--- src/rtl/debounce_pkg.sv ---
// Shared types and helpers for the debounce/strobe input conditioning stage.
// Latency: n/a (package only).
// Backpressure: n/a (package only).
package debounce_pkg;

    typedef enum logic {
        STABLE,
        COUNTING
    } db_state_t;

    // Width of a counter that must hold values 0..n. It is never narrower than one bit.
    function automatic int cnt_width(input int n);
        return (n < 1) ? 1 : $clog2(n + 1);
    endfunction

endpackage

--- src/rtl/debounce_strobe_sync_2ff.sv ---
// Two-flop synchronizer for a single asynchronous bit.
// Latency: 2 clk edges from din to dout.
// Backpressure: none; samples every cycle.
//
// Ports:
//   clk  - clock
//   rst  - synchronous active-high reset; loads RST_VAL into both stages
//   din  - asynchronous input
//   dout - synchronized output
module sync_2ff #(
    parameter logic RST_VAL = 1'b0
) (
    input  logic clk,
    input  logic rst,
    input  logic din,
    output logic dout
);

    logic s1_q, s1_d;
    logic s_q,  s_d;

    always_comb begin
        s1_d = din;
        s_d  = s1_q;
    end

    always_ff @(posedge clk) begin
        if (rst) begin
            s1_q <= RST_VAL;
            s_q  <= RST_VAL;
        end else begin
            s1_q <= s1_d;
            s_q  <= s_d;
        end
    end

    assign dout = s_q;

endmodule

--- src/rtl/debounce_strobe.sv ---
// Synchronizes and debounces a raw input, then emits a one-cycle enable strobe with rise/fall on each accepted change.
// Latency: STABLE_CYCLES+2 edges from a din change to q_d/q_en when tick is held high.
// Backpressure: none; tick only qualifies which cycles count toward stability.
//
// Ports:
//   clk, rst - clock and synchronous active-high reset
//   din      - asynchronous raw input
//   tick     - sample qualifier (tie high to count every cycle)
//   q_d      - debounced level
//   q_en     - one-cycle strobe on each accepted change
//   rise     - coincident with q_en when the new level is 1
//   fall     - coincident with q_en when the new level is 0
module debounce_strobe
    import debounce_pkg::*;
#(
    parameter int   STABLE_CYCLES = 4,
    parameter logic RST_VAL       = 1'b0
) (
    input  logic clk,
    input  logic rst,
    input  logic din,
    input  logic tick,
    output logic q_d,
    output logic q_en,
    output logic rise,
    output logic fall
);

    localparam int            CW   = cnt_width(STABLE_CYCLES);
    localparam logic [CW-1:0] LAST = CW'(STABLE_CYCLES - 1);

    logic s;

    sync_2ff #(
        .RST_VAL (RST_VAL)
    ) u_sync (
        .clk  (clk),
        .rst  (rst),
        .din  (din),
        .dout (s)
    );

    db_state_t     state_q, state_d;
    logic [CW-1:0] cnt_q,   cnt_d;
    logic          level_q, level_d;
    logic          q_en_q,  q_en_d;
    logic          rise_q,  rise_d;
    logic          fall_q,  fall_d;
    logic          accept;

    always_comb begin
        state_d = state_q;
        cnt_d   = cnt_q;
        level_d = level_q;
        q_en_d  = 1'b0;
        rise_d  = 1'b0;
        fall_d  = 1'b0;
        accept  = 1'b0;

        case (state_q)
            STABLE: begin
                if (s != level_q) begin
                    state_d = COUNTING;
                    if (tick) begin
                        // With a single required sample, the first qualified mismatch is enough to accept.
                        if (STABLE_CYCLES == 1) begin
                            accept = 1'b1;
                        end else begin
                            cnt_d = CW'(1);
                        end
                    end
                end else begin
                    cnt_d = '0;
                end
            end
            COUNTING: begin
                if (s == level_q) begin
                    // The input bounced back before it was qualified, so drop it without a strobe.
                    state_d = STABLE;
                    cnt_d   = '0;
                end else if (tick) begin
                    if (cnt_q == LAST) begin
                        accept = 1'b1;
                    end else begin
                        cnt_d = cnt_q + CW'(1);
                    end
                end
            end
            default: begin
                state_d = STABLE;
                cnt_d   = '0;
            end
        endcase

        if (accept) begin
            level_d = s;
            q_en_d  = 1'b1;
            rise_d  = s;
            fall_d  = ~s;
            cnt_d   = '0;
            state_d = STABLE;
        end
    end

    always_ff @(posedge clk) begin
        if (rst) begin
            state_q <= STABLE;
            cnt_q   <= '0;
            level_q <= RST_VAL;
            q_en_q  <= 1'b0;
            rise_q  <= 1'b0;
            fall_q  <= 1'b0;
        end else begin
            state_q <= state_d;
            cnt_q   <= cnt_d;
            level_q <= level_d;
            q_en_q  <= q_en_d;
            rise_q  <= rise_d;
            fall_q  <= fall_d;
        end
    end

    assign q_d  = level_q;
    assign q_en = q_en_q;
    assign rise = rise_q;
    assign fall = fall_q;

endmodule

--- config.mk ---
export PLATFORM = sky130hd
export DESIGN_NAME = debounce_strobe
export DESIGN_NICKNAME = d
export VERILOG_FILES = /design/src/rtl/debounce_pkg.sv /design/src/rtl/debounce_strobe_sync_2ff.sv /design/src/rtl/debounce_strobe.sv
export SDC_FILE = /design/constraint.sdc
export NUM_CORES = 1
export LEC_CHECK = 0
export BUFFER_PORTS_ARGS = -buffer_cell sky130_fd_sc_hd__buf_2
export CAP_MARGIN = 20
export CORE_AREA = 2 2 39 41
export DETAILED_ROUTE_END_ITERATION = 12
export DIE_AREA = 0 0 41 43
export SLEW_MARGIN = 0
export SYNTH_ARGS = -nofsm -noshare
export SYNTH_HDL_FRONTEND = slang
export SYNTH_HIERARCHICAL = 1
export SYNTH_SLANG_ARGS = --single-unit
--- constraint.sdc ---
create_clock -name clk -period 1.4 [get_ports clk]
set_clock_uncertainty 0.1 [all_clocks]
set_input_delay 0.14 -clock clk [delete_from_list [all_inputs] [get_ports clk]]
set_output_delay 0.14 -clock clk [all_outputs]
set_load 0.1 [all_outputs]
==> run_results.csv <==
group,metric,value,unit
setup_path,crit_type,"flop to flop",
synth,yosys-top-cells-area,"dfxtp_1 53%, ha_1 6.6%, xnor2_2 4.3%, nand3b_1 4.0%, nor2b_1 3.3%",
detailed_routing,wire_per_inst,11.1,µm
clock_tree,cts_sinks,10,
global_route,grt_overflow,0,
final_layout,syn_to_final_growth,51.0,%
timing,fin_crit_sh,1.04,
detailed_routing,firstDrtPassIters,4,
die,ios,8,
die,die_w,41,µm
place,hpwl,551,µm
global_route,grt_max_degree,8,
setup_path,r2r_cells,4,
clock_tree,tritoncts.num_buffers,3,
min_path,min_from,"rst",
min_path,hp-class,"input pin to flop",
clock_tree,clock_path_buffers,2,
clock_tree,clkTransAtPathRegs,0.06,ns
timing,fin_crit,1.45,ns
setup_path,cp.required,1.50,ns
run_status,violations,"setup timing",
timing,setup_ws,-0.0520,ns
setup_path,cp_data_arrival_time,1.55,ns
pwr,p_leak,0.225,nW
final_layout,diodes,0,
timing,finalSetupTns,-0.0811,ns
timing,rsz0062_at_grt,"yes",
synth,syn_nets,41,
flow_run,drv_cap,0,
clock_tree,clk_latency,0.26,ns
detailed_routing,finalWirelength,742,µm
setup_path,cp-start-kind,"flop",
final_layout,fin_util,0.412,
clock_tree,cts_root_buf,"clkbuf_4",
synth,seq_area_frac_synth,0.530,
clock_tree,cts_tree,"built",
global_route,grt.total_usage,0.107,
timing,setup_violations,2,
synth,synth_top_area_cell,"dfxtp_1",
place,portBuffers,7,
detailed_routing,drtIter0Drc,3,
final_layout,nFillCells,139,
final_layout,drive_above_1_share,0.549,
detailed_routing,drc,0,
place,gp_congestion,0.777,
timing,tightestPinTransition,0.484,ns
pwr,seq_power_share,0.505,
detailed_routing,via_per_inst,4.64,
pwr,switching_power,0.112,mW
timing,slew_viol_final,0,
pwr,finalPower,0.573,mW
synth,synth_area,378,µm²
global_route,grt_first_pass_wirelength,1210,µm
timing,finalHoldViolCount,0,
setup_path,r2r_slack,-0.05,ns
setup_path,crit_fanout,4,
setup_path,worstReg2RegStart,"cnt_q[1]",
die,rows,14,
detailed_routing,vias,311,
die,die_height,43,µm
pwr,p_int,0.462,mW
pwr,irDropWorstVdd,0.000584,V
die,core,1380,µm²
final_layout,final_cell_mix,"7 x dfxtp_1, 7 x buf_2, 4 x buf_4",
timing,holdWs,0.0239,ns
pwr,clkPwrFrac,0.441,
final_layout,nets,58,
die,initial_core_util,0.273,
detailed_routing,ant_nets,0,
pwr,combPwrFrac,0.054,
pwr,p_per_area,1010,nW/µm²
pwr,switching_share,0.195,
setup_path,r2r_end,"cnt_q[2]",
synth,ys_warn_count,6,
clock_tree,h-tree-depth,1,
run_status,status,"complete, but fails checks",
global_route,antenna_found_initial,0,
min_path,min_path_cells,2,
synth,synth_cell_type_count,19,
timing,slew_headroom,0.679,
global_route,grt_pass1_vias,299,
synth,syn_avg_cell_area,10.8,µm²
synth,synth_cells,35,
setup_path,setup.worst_path.end_class,"flop",
min_path,min_to,"q_d",
synth,synth_seq_cells,10,
die,die_area,1760,µm²
synth,synth_top_area_frac,0.530,
timing,fmax,0.689,GHz
## area by class of cell
type	count	area, µm²	share of cell area
multi-input cells	24	229	0.401
inverters	1	3.75	0.00658
repair buffers	12	75.1	0.132
flip-flops and latches	10	206	0.362
clock buffers	4	36.3	0.0636
well taps	16	20.0	0.0351
## registers in the layout, summed over array words and instances (netlist names)
name,flops
cnt_q,3
fall,1
q_d,1
q_en,1
rise,1
state_q,1
u_sync/dout,1
u_sync/s1_q,1
## timing repair
item	4_1_cts	5_1_grt
pin swaps	3	1
gates resized for setup	3	3
setup buffers	0	0
hold buffers	1	0
hold endpoints to repair	1	0
endpoints found under the setup margin	2	4
cloned	0	0
## per-stage QoR
stage / area, µm² / setup slack, ns / cells
floorplan: 419 / -0.0461 / 35
CTS: 559 / -0.0731 / 67
global route: 571 / -0.115 / 67
detailed placement: 504 / -0.0850 / 62
global placement: 504 / -0.0792 / 62
finish: 571 / -0.0520 / 67
## power by group through the flow
stage,logic [mW],clock network [mW],registers (mW)
after floorplan,0.0132,0,0.296
after global placement,0.0272,0,0.296
after detailed placement,0.0271,0,0.296
after CTS,0.0297,0.264,0.290
after global routing,0.0339,0.285,0.290
final,0.0310,0.253,0.290
## cell usage after synthesis
cell      number
o21bai_1       1
nor2_1         3
or4_1          1
nor4_1         1
nor2b_1        2
nand3b_1       2
xnor2_2        1
nand3_1        1
nand2_1        1
inv_1          1
or4b_1         1
a21bo_2        1
and2_2         1
o22ai_1        1
ha_1           2
nor3_1         2
dfxtp_1       10
mux2i_1        1
a21oi_1        2
## worst max-delay path: stages, from the launching register on
cell	delay [ns]
dfxtp_2	0.34
ha_4	0.16
ha_4	0.16
or4_4	0.53
a21oi_2	0.12
## kinds of logic (layout without fill, tap and decap cells)
logic type	Yosys count	after routing	synth area share
AO/OA/AOI/OAI	5	5	0.0894
buffers and inverters	1	17	0.00992
XOR/XNOR	1	1	0.0431
multiplexers	1	1	0.0265
adder cells (fa/ha/maj)	2	2	0.0662
AND/OR/NAND/NOR	15	15	0.235
flip-flops	10	10	0.530
## how the worst max path moves through the flow
| stage | from | end | slack, ns | cells after the start |
|---|---|---|---|---|
| 6_report | cnt_q[1] | cnt_q[2] | -0.05 | 4 |
| 5_1_grt | cnt_q[0] | rise | -0.12 | 5 |
| 4_1_cts | cnt_q[0] | cnt_q[2] | -0.07 | 4 |
| 3_5_place_dp | cnt_q[1] | cnt_q[1] | -0.08 | 4 |
| 3_3_place_gp | cnt_q[1] | cnt_q[1] | -0.08 | 4 |
| 2_1_floorplan | q_d | cnt_q[1] | -0.05 | 3 |
## routing by layer
layer	vias to the layer above	GRT usage	part of all wire
met4	0	0.0400	0.0094
met5	-	0	0
met1	147	0.114	0.42
met2	6	0.153	0.51
met3	2	0.0838	0.061
li1	156	-	-
No activity file was read; power rests on OpenSTA's default activity.
